[config.mk]
export PLATFORM = sky130hd
export DESIGN_NAME = arm_pipe_alu
export DESIGN_NICKNAME = d
export VERILOG_FILES = /design/src/rtl/arm_alu_pkg.sv /design/src/rtl/arm_seq_multiplier.sv /design/src/rtl/arm_pipe_alu.sv
export SDC_FILE = /design/constraint.sdc
export NUM_CORES = 1
export LEC_CHECK = 0
export ABC_AREA = 0
export CAP_MARGIN = 20
export CORE_MARGIN = 2
export CORE_UTILIZATION = 50
export DETAILED_ROUTE_END_ITERATION = 10
export MAX_ROUTING_LAYER = met4
export PLACE_DENSITY = 0.73
export SYNTH_ARGS = -nofsm -noshare
export SYNTH_HDL_FRONTEND = slang
export SYNTH_SLANG_ARGS = --single-unit
[constraint.sdc]
create_clock -name clk -period 4.3 [get_ports clk]
set_input_delay 0.645 -clock clk [delete_from_list [all_inputs] [get_ports clk]]
set_output_delay 0.645 -clock clk [all_outputs]
set_load 0.005 [all_outputs]
[src/rtl/arm_alu_pkg.sv]
// Shared command encodings and status-register layout for the pipelined ARM ALU.
package arm_alu_pkg;

    localparam int unsigned CMD_W = 4;
    localparam int unsigned SR_W  = 4;

    localparam logic [CMD_W-1:0] CMD_MOV = 4'b0001;
    localparam logic [CMD_W-1:0] CMD_MVN = 4'b1001;
    localparam logic [CMD_W-1:0] CMD_ADD = 4'b0010;
    localparam logic [CMD_W-1:0] CMD_ADC = 4'b0011;
    localparam logic [CMD_W-1:0] CMD_SUB = 4'b0100;
    localparam logic [CMD_W-1:0] CMD_SBC = 4'b0101;
    localparam logic [CMD_W-1:0] CMD_AND = 4'b0110;
    localparam logic [CMD_W-1:0] CMD_ORR = 4'b0111;
    localparam logic [CMD_W-1:0] CMD_EOR = 4'b1000;
    localparam logic [CMD_W-1:0] CMD_MUL = 4'b1010;

    localparam int unsigned SR_Z = 3;
    localparam int unsigned SR_C = 2;
    localparam int unsigned SR_N = 1;
    localparam int unsigned SR_V = 0;

endpackage

[src/rtl/arm_seq_multiplier.sv]
// Radix-2 shift-add multiplier returning the low WIDTH bits of a*b.
// The first partial product is taken on the start edge, so the last of CYCLES iterations lands on done.
module arm_seq_multiplier #(
    parameter int unsigned WIDTH  = 32,
    parameter int unsigned CYCLES = WIDTH
) (
    input  logic             clk,
    input  logic             rst,
    input  logic             start,
    input  logic             flush,
    input  logic [WIDTH-1:0] a,
    input  logic [WIDTH-1:0] b,
    output logic             done,
    output logic [WIDTH-1:0] product
);

    localparam int unsigned      CNT_W = $clog2(CYCLES + 1);
    localparam logic [CNT_W-1:0] LAST  = CNT_W'(CYCLES - 1);

    logic             running;
    logic [CNT_W-1:0] cnt;
    logic [WIDTH-1:0] acc;
    logic [WIDTH-1:0] mcand;
    logic [WIDTH-1:0] mplier;
    logic [WIDTH-1:0] partial;

    // product is the accumulator after this cycle's iteration; valid while done is high
    always_comb begin
        partial = mplier[0] ? mcand : '0;
        product = acc + partial;
        done    = running && (cnt == LAST);
    end

    always_ff @(posedge clk or posedge rst) begin
        if (rst) begin
            running <= 1'b0;
            cnt     <= '0;
            acc     <= '0;
            mcand   <= '0;
            mplier  <= '0;
        end else if (flush) begin
            running <= 1'b0;
        end else if (start) begin
            running <= 1'b1;
            cnt     <= CNT_W'(1);
            acc     <= b[0] ? a : '0;
            mcand   <= a << 1;
            mplier  <= b >> 1;
        end else if (running) begin
            acc    <= product;
            mcand  <= mcand << 1;
            mplier <= mplier >> 1;
            cnt    <= cnt + CNT_W'(1);
            if (cnt == LAST) begin
                running <= 1'b0;
            end
        end
    end

endmodule

[src/rtl/arm_pipe_alu.sv]
// Registered execute-stage ALU with valid/ready handshake, own {Z,C,N,V} status and a multi-cycle MUL.
import arm_alu_pkg::*;

module arm_pipe_alu #(
    parameter int unsigned WIDTH      = 32,
    parameter int unsigned MUL_CYCLES = WIDTH
) (
    input  logic              clk,
    input  logic              rst,
    input  logic              flush,
    input  logic              in_valid,
    output logic              in_ready,
    input  logic [CMD_W-1:0]  alu_cmd,
    input  logic [WIDTH-1:0]  val1,
    input  logic [WIDTH-1:0]  val2,
    input  logic              c_in,
    input  logic              s_bit,
    output logic              out_valid,
    output logic [WIDTH-1:0]  alu_out,
    output logic [SR_W-1:0]   sr,
    output logic              busy
);

    localparam int unsigned M = WIDTH - 1;

    logic             accept;
    logic             is_mul;
    logic             mul_s;
    logic             mul_done;
    logic [WIDTH-1:0] mul_product;
    logic [WIDTH:0]   sum;
    logic [WIDTH:0]   diff;
    logic [WIDTH-1:0] res;
    logic             c_flag;
    logic             v_flag;
    logic             cv_wr;
    logic [SR_W-1:0]  sr_alu;
    logic [SR_W-1:0]  sr_mul;

    assign is_mul = (alu_cmd == CMD_MUL);
    assign accept = in_valid && in_ready && !flush;

    arm_seq_multiplier #(
        .WIDTH  (WIDTH),
        .CYCLES (MUL_CYCLES)
    ) u_mul (
        .clk     (clk),
        .rst     (rst),
        .start   (accept && is_mul),
        .flush   (flush),
        .a       (val1),
        .b       (val2),
        .done    (mul_done),
        .product (mul_product)
    );

    // Single-cycle datapath; sums are one bit wider so the top bit is carry / borrow
    always_comb begin
        sum    = {1'b0, val1} + {1'b0, val2} + (WIDTH+1)'(alu_cmd == CMD_ADC && c_in);
        diff   = {1'b0, val1} - {1'b0, val2} - (WIDTH+1)'(alu_cmd == CMD_SBC && !c_in);
        res    = '0;
        c_flag = 1'b0;
        v_flag = 1'b0;
        cv_wr  = 1'b0;
        case (alu_cmd)
            CMD_MOV: res = val2;
            CMD_MVN: res = ~val2;
            CMD_ADD, CMD_ADC: begin
                res    = sum[WIDTH-1:0];
                c_flag = sum[WIDTH];
                v_flag = (val1[M] == val2[M]) && (sum[M] != val1[M]);
                cv_wr  = 1'b1;
            end
            CMD_SUB, CMD_SBC: begin
                res    = diff[WIDTH-1:0];
                c_flag = !diff[WIDTH];
                v_flag = (val1[M] != val2[M]) && (diff[M] != val1[M]);
                cv_wr  = 1'b1;
            end
            CMD_AND: res = val1 & val2;
            CMD_ORR: res = val1 | val2;
            CMD_EOR: res = val1 ^ val2;
            default: res = '0;
        endcase
    end

    // Candidate status values; C and V only move for add/subtract
    always_comb begin
        sr_alu       = sr;
        sr_alu[SR_Z] = (res == '0);
        sr_alu[SR_N] = res[M];
        if (cv_wr) begin
            sr_alu[SR_C] = c_flag;
            sr_alu[SR_V] = v_flag;
        end
        sr_mul       = sr;
        sr_mul[SR_Z] = (mul_product == '0);
        sr_mul[SR_N] = mul_product[M];
    end

    // flush outranks both a MUL completion and a new accept
    always_ff @(posedge clk or posedge rst) begin
        if (rst) begin
            in_ready  <= 1'b1;
            busy      <= 1'b0;
            out_valid <= 1'b0;
            alu_out   <= '0;
            sr        <= '0;
            mul_s     <= 1'b0;
        end else begin
            out_valid <= 1'b0;
            if (flush) begin
                busy     <= 1'b0;
                in_ready <= 1'b1;
            end else if (busy) begin
                if (mul_done) begin
                    busy      <= 1'b0;
                    in_ready  <= 1'b1;
                    out_valid <= 1'b1;
                    alu_out   <= mul_product;
                    if (mul_s) begin
                        sr <= sr_mul;
                    end
                end
            end else if (accept) begin
                if (is_mul) begin
                    busy     <= 1'b1;
                    in_ready <= 1'b0;
                    mul_s    <= s_bit;
                end else begin
                    out_valid <= 1'b1;
                    alu_out   <= res;
                    if (s_bit) begin
                        sr <= sr_alu;
                    end
                end
            end
        end
    end

endmodule

==> results.toml <==
[outcome]
status = "finished with violations"
violations = "negative setup slack"

[worst_setup_path]
cp_max_fo = 2
crit_required_ps = 4680
crit_arrival_ps = 4940
worst-path-buf-inv = 2
path_cells = "clkdlybuf4s50_1 > inv_1 > ha_4 > ha_1 > or4_1 > o22a_2 > or4b_4 > nand2_2 > a41oi_4 > mux2_4 > o211ai_1 > or4_4 > or4_4 > nor4_4 > nand4_1 > nand3_1"
critPathLaunchType = "primary input"
crit_path_start = "val1[3]"
slowest_stage = "or4_4"
path_class = "in -> reg"
critPathTopFamily = "simple AND/OR/NAND/NOR gates"
cp-end-kind = "register"
cp_slowest_stage_delay_ps = 580
r2r_start = "u_mul.mplier[0]"
cp_common_cell = "or4_4"

[clocking]
cts_htree_levels = 4
cts_buffers = 17
clock-sinks = 141
clk_path_buf_depth = 2
cts_root_buf = "clkbuf_16"
cts_tree = "yes"
cts.clk_slew.worst_paths_ps = 70
clkLatencyLatePin_ps = 460

[power_and_ir_drop]
leakagePower_nw = 9.327
pwr_density_cell_mw_per_mm2 = 361.3
power_mw = 7.120
ir_drop_v = 0.0003016

[global_routing]
grt-ovfl-total = 0
globalRouteMet2Util_pct = 63.87
met3_usage_pct = 5.132
grt.busiest_layer = "met2"
antenna_found_initial = 1
grt_pass1_vias = 15860
grt_pass1_wl_mm = 89.22
track_usage_pct = 39.70
grt_max_degree = 72
grtUsageMet1_pct = 45.22

[placed_design]
dp_slack_ps = -1425
numPlacedInstances = 2726
post-dp-hpwl_mm = 45.52
port_buffers = 112
place_area_mm2 = 0.01878
gp_congestion = 1.048

[finish]
nets = 2614
area_growth_pct = 37.42
post_route_cells_drive_above_1_share_pct = 22.54
layoutNonFillerInstCount = 2770
n_fill_cell = 2347
fin_area_mm2 = 0.01971

[floorplan]
die_width_um = 173.4
rows = 61
coreArea_mm2 = 0.02801
io_pins = 113
die_height_um = 173.4
dieArea_mm2 = 0.03005
initial_utilization_pct = 51.19

[logic_synthesis]
synthCells = 1938
synth_edf_count = 0
syn_area_per_cell_um2 = 7.399
yosysSeqAreaShare_pct = 24.61
synthFlopType = "dfrtp_1"
ys_types = 74
synth_seq_cells = 141
syn_nets = 2174
netlist_area_mm2 = 0.01434
async_flop_share_pct = 100.0
synth_warnings = 0

[routing]
viasPerCell = 5.940
wl_per_cell_um = 21.18
drc = 0
drt-initial-drc-count = 1449
firstDrtPassIters = 7
vias = 16460
ant_nets = 0
wl_mm = 58.67

[hold_path]
hold_class = "reg -> reg"
hp-start = "alu_out[18]"

[timing]
fin_crit_sh_pct = 106.0
hold_violations = 0
skew_ps = 16.43
worst_slew_pin_slew_ps = 941.9
rsz0062_at_grt = "yes"
max_slew_margin_pct = 37.07
setup_viol = 3
holdWs_ps = 485.5
maxSlewViolCount = 0
timing.fmax_mhz = 219.4
min_period_ps = 4557
setup_ws_ps = -257.4

[job]
maxCapViolations = 0
[logic make-up (layout without fill, tap and decap cells)]
kind of cell               Yosys count  count (layout)  synth area share [%]
adders and majority gates          162             162                 14.40
DFF                                141             141                 24.61
AOI/OAI and AO/OA                  590             590                 25.55
muxes                               24              24                 1.754
other                                0               1                     0
and+or+nand+nor                    697             697                 22.01
buffers and inverters              234             687                 6.186
xor gates and xnor gates            90              90                 5.497
[cell usage after synthesis, types with 5 or more instances]
library cell | number | area, um^2
xnor2_1 | 46 | 402.9
o21a_1 | 13 | 97.59
o31ai_1 | 6 | 45.04
a211oi_1 | 12 | 90.09
xor2_1 | 44 | 385.4
nand2b_1 | 18 | 112.6
a221oi_1 | 23 | 201.4
mux2_2 | 8 | 90.09
o21ai_0 | 144 | 720.7
a21oi_1 | 183 | 915.9
o2111ai_1 | 5 | 43.79
dfrtp_1 | 140 | 3503
o211ai_1 | 11 | 82.58
and2_1 | 36 | 225.2
a31oi_1 | 75 | 469.2
or2_2 | 9 | 56.30
clkbuf_1 | 100 | 375.4
a22oi_1 | 9 | 67.56
a221o_1 | 12 | 120.1
or3_1 | 9 | 56.30
nand2_1 | 243 | 912.1
nor3_1 | 28 | 140.1
buf_1 | 11 | 41.29
nor2_1 | 213 | 799.5
inv_1 | 121 | 454.2
a21o_1 | 37 | 277.8
o21bai_1 | 10 | 75.07
ha_1 | 157 | 1964
fa_1 | 5 | 100.1
mux2i_1 | 15 | 150.1
nor4_1 | 7 | 43.79
and3_1 | 14 | 87.58
nand3_1 | 61 | 305.3
nand4_1 | 24 | 150.1
o221ai_1 | 10 | 87.58
nor2b_1 | 9 | 56.30
[state kept, by name, summed over array words and instances, names as in the netlist]
| signal | flops |
|---|---|
| u_mul.acc | 32 |
| u_mul.mcand | 31 |
| in_ready | 1 |
| busy | 1 |
| u_mul.cnt | 6 |
| mul_s | 1 |
| u_mul.mplier | 31 |
| u_mul.running | 1 |
| out_valid | 1 |
| alu_out | 32 |
| sr | 4 |
[per-layer routing]
metal	up-vias	share of wire (%)	wire (um)
li1	7747	-	-
met1	7726	39	22680
met2	750	47	27350
met3	232	6.0	3538
met4	0	8.7	5105
met5	-	0	0
[layout by cell type (no fill, tap or decap), types with 6 or more instances in the layout]
| cell | Yosys | layout |
|---|---|---|
| a221oi_1 | 23 | 23 |
| o21a_1 | 13 | 12 |
| o211ai_1 | 11 | 11 |
| o21ai_1 | 0 | 10 |
| xor2_1 | 44 | 44 |
| a31oi_1 | 75 | 73 |
| nand2_1 | 243 | 241 |
| nand4_1 | 24 | 24 |
| a221o_1 | 12 | 12 |
| buf_12 | 0 | 6 |
| nand3_1 | 61 | 61 |
| o21bai_1 | 10 | 10 |
| nor2b_1 | 9 | 6 |
| o21ai_0 | 144 | 131 |
| a211oi_1 | 12 | 12 |
| nor3_1 | 28 | 25 |
| nor2_1 | 213 | 209 |
| a21oi_2 | 0 | 6 |
| clkdlybuf4s50_1 | 0 | 104 |
| or2_2 | 9 | 8 |
| o221ai_1 | 10 | 10 |
| buf_4 | 0 | 410 |
| clkbuf_16 | 0 | 17 |
| a22oi_1 | 9 | 9 |
| and2_1 | 36 | 35 |
| a21o_1 | 37 | 37 |
| xnor2_1 | 46 | 46 |
| dfrtp_1 | 140 | 140 |
| a21oi_1 | 183 | 176 |
| o31ai_1 | 6 | 6 |
| nand2b_1 | 18 | 15 |
| or3_1 | 9 | 7 |
| inv_1 | 121 | 116 |
| mux2i_1 | 15 | 15 |
| and3_1 | 14 | 14 |
| mux2_2 | 8 | 8 |
| ha_1 | 157 | 153 |
[tightest hold or removal path: cells and delay by family, from the launching register on]
family             cells  cell delay, ps
AOI/OAI and AO/OA      1              60
DFF                    1             340
and+or+nand+nor        1              50
[stage by stage]
step           TNS (ps)  utilization [%]
2_1_floorplan    -543.3                -
3_3_place_gp     -11670            66.98
3_5_place_dp     -13320            67.06
4_1_cts          -217.4            69.71
5_1_grt           -1221            70.35
6_report         -475.8            70.35
[report_power, final]
group          internal (mW)  leakage (nW)  switching (mW)
clock network          0.925         0.290           0.694
logic                   1.68          7.25            1.88
registers               1.69          1.79           0.255
[repair_timing]
| item | 4_1_cts | 5_1_grt |
|---|---|---|
| resized for setup | 45 | 42 |
| hold buffers | 0 | 0 |
| endpoints found under the setup margin | 13 | 13 |
| pin swaps | 21 | 26 |
| setup buffers | 9 | 4 |
| hold endpoints to repair | 0 | 0 |
[path summary, 6_finish.rpt]
| kind | end | slack (ps) | depth (start not counted) |
|---|---|---|---|
| min | alu_out[18] | 490 | 2 |
| max in group asynchronous | u_mul.mcand[9] | 2700 | 3 |
| max | sr[3] | -260 | 16 |
| max reg2reg | sr[3] | -70 | 16 |
| min in group asynchronous | u_mul.acc[28] | 580 | 2 |
| min reg2reg | alu_out[18] | 490 | 2 |
[final cells by class]
| type | count | area, um^2 | share of cell area, % |
|---|---|---|---|
| multi-input combinational | 1563 | 10250 | 52.03 |
| tap | 378 | 473.0 | 2.400 |
| timing repair buffer | 534 | 4380 | 22.23 |
| clock inverter | 14 | 181.4 | 0.9206 |
| antenna | 1 | 2.502 | 0.01270 |
| sequential | 141 | 3530 | 17.91 |
| inverter | 121 | 457.9 | 2.324 |
| clock buffer | 18 | 429.2 | 2.178 |
No activity file was read; power rests on OpenSTA's default activity.
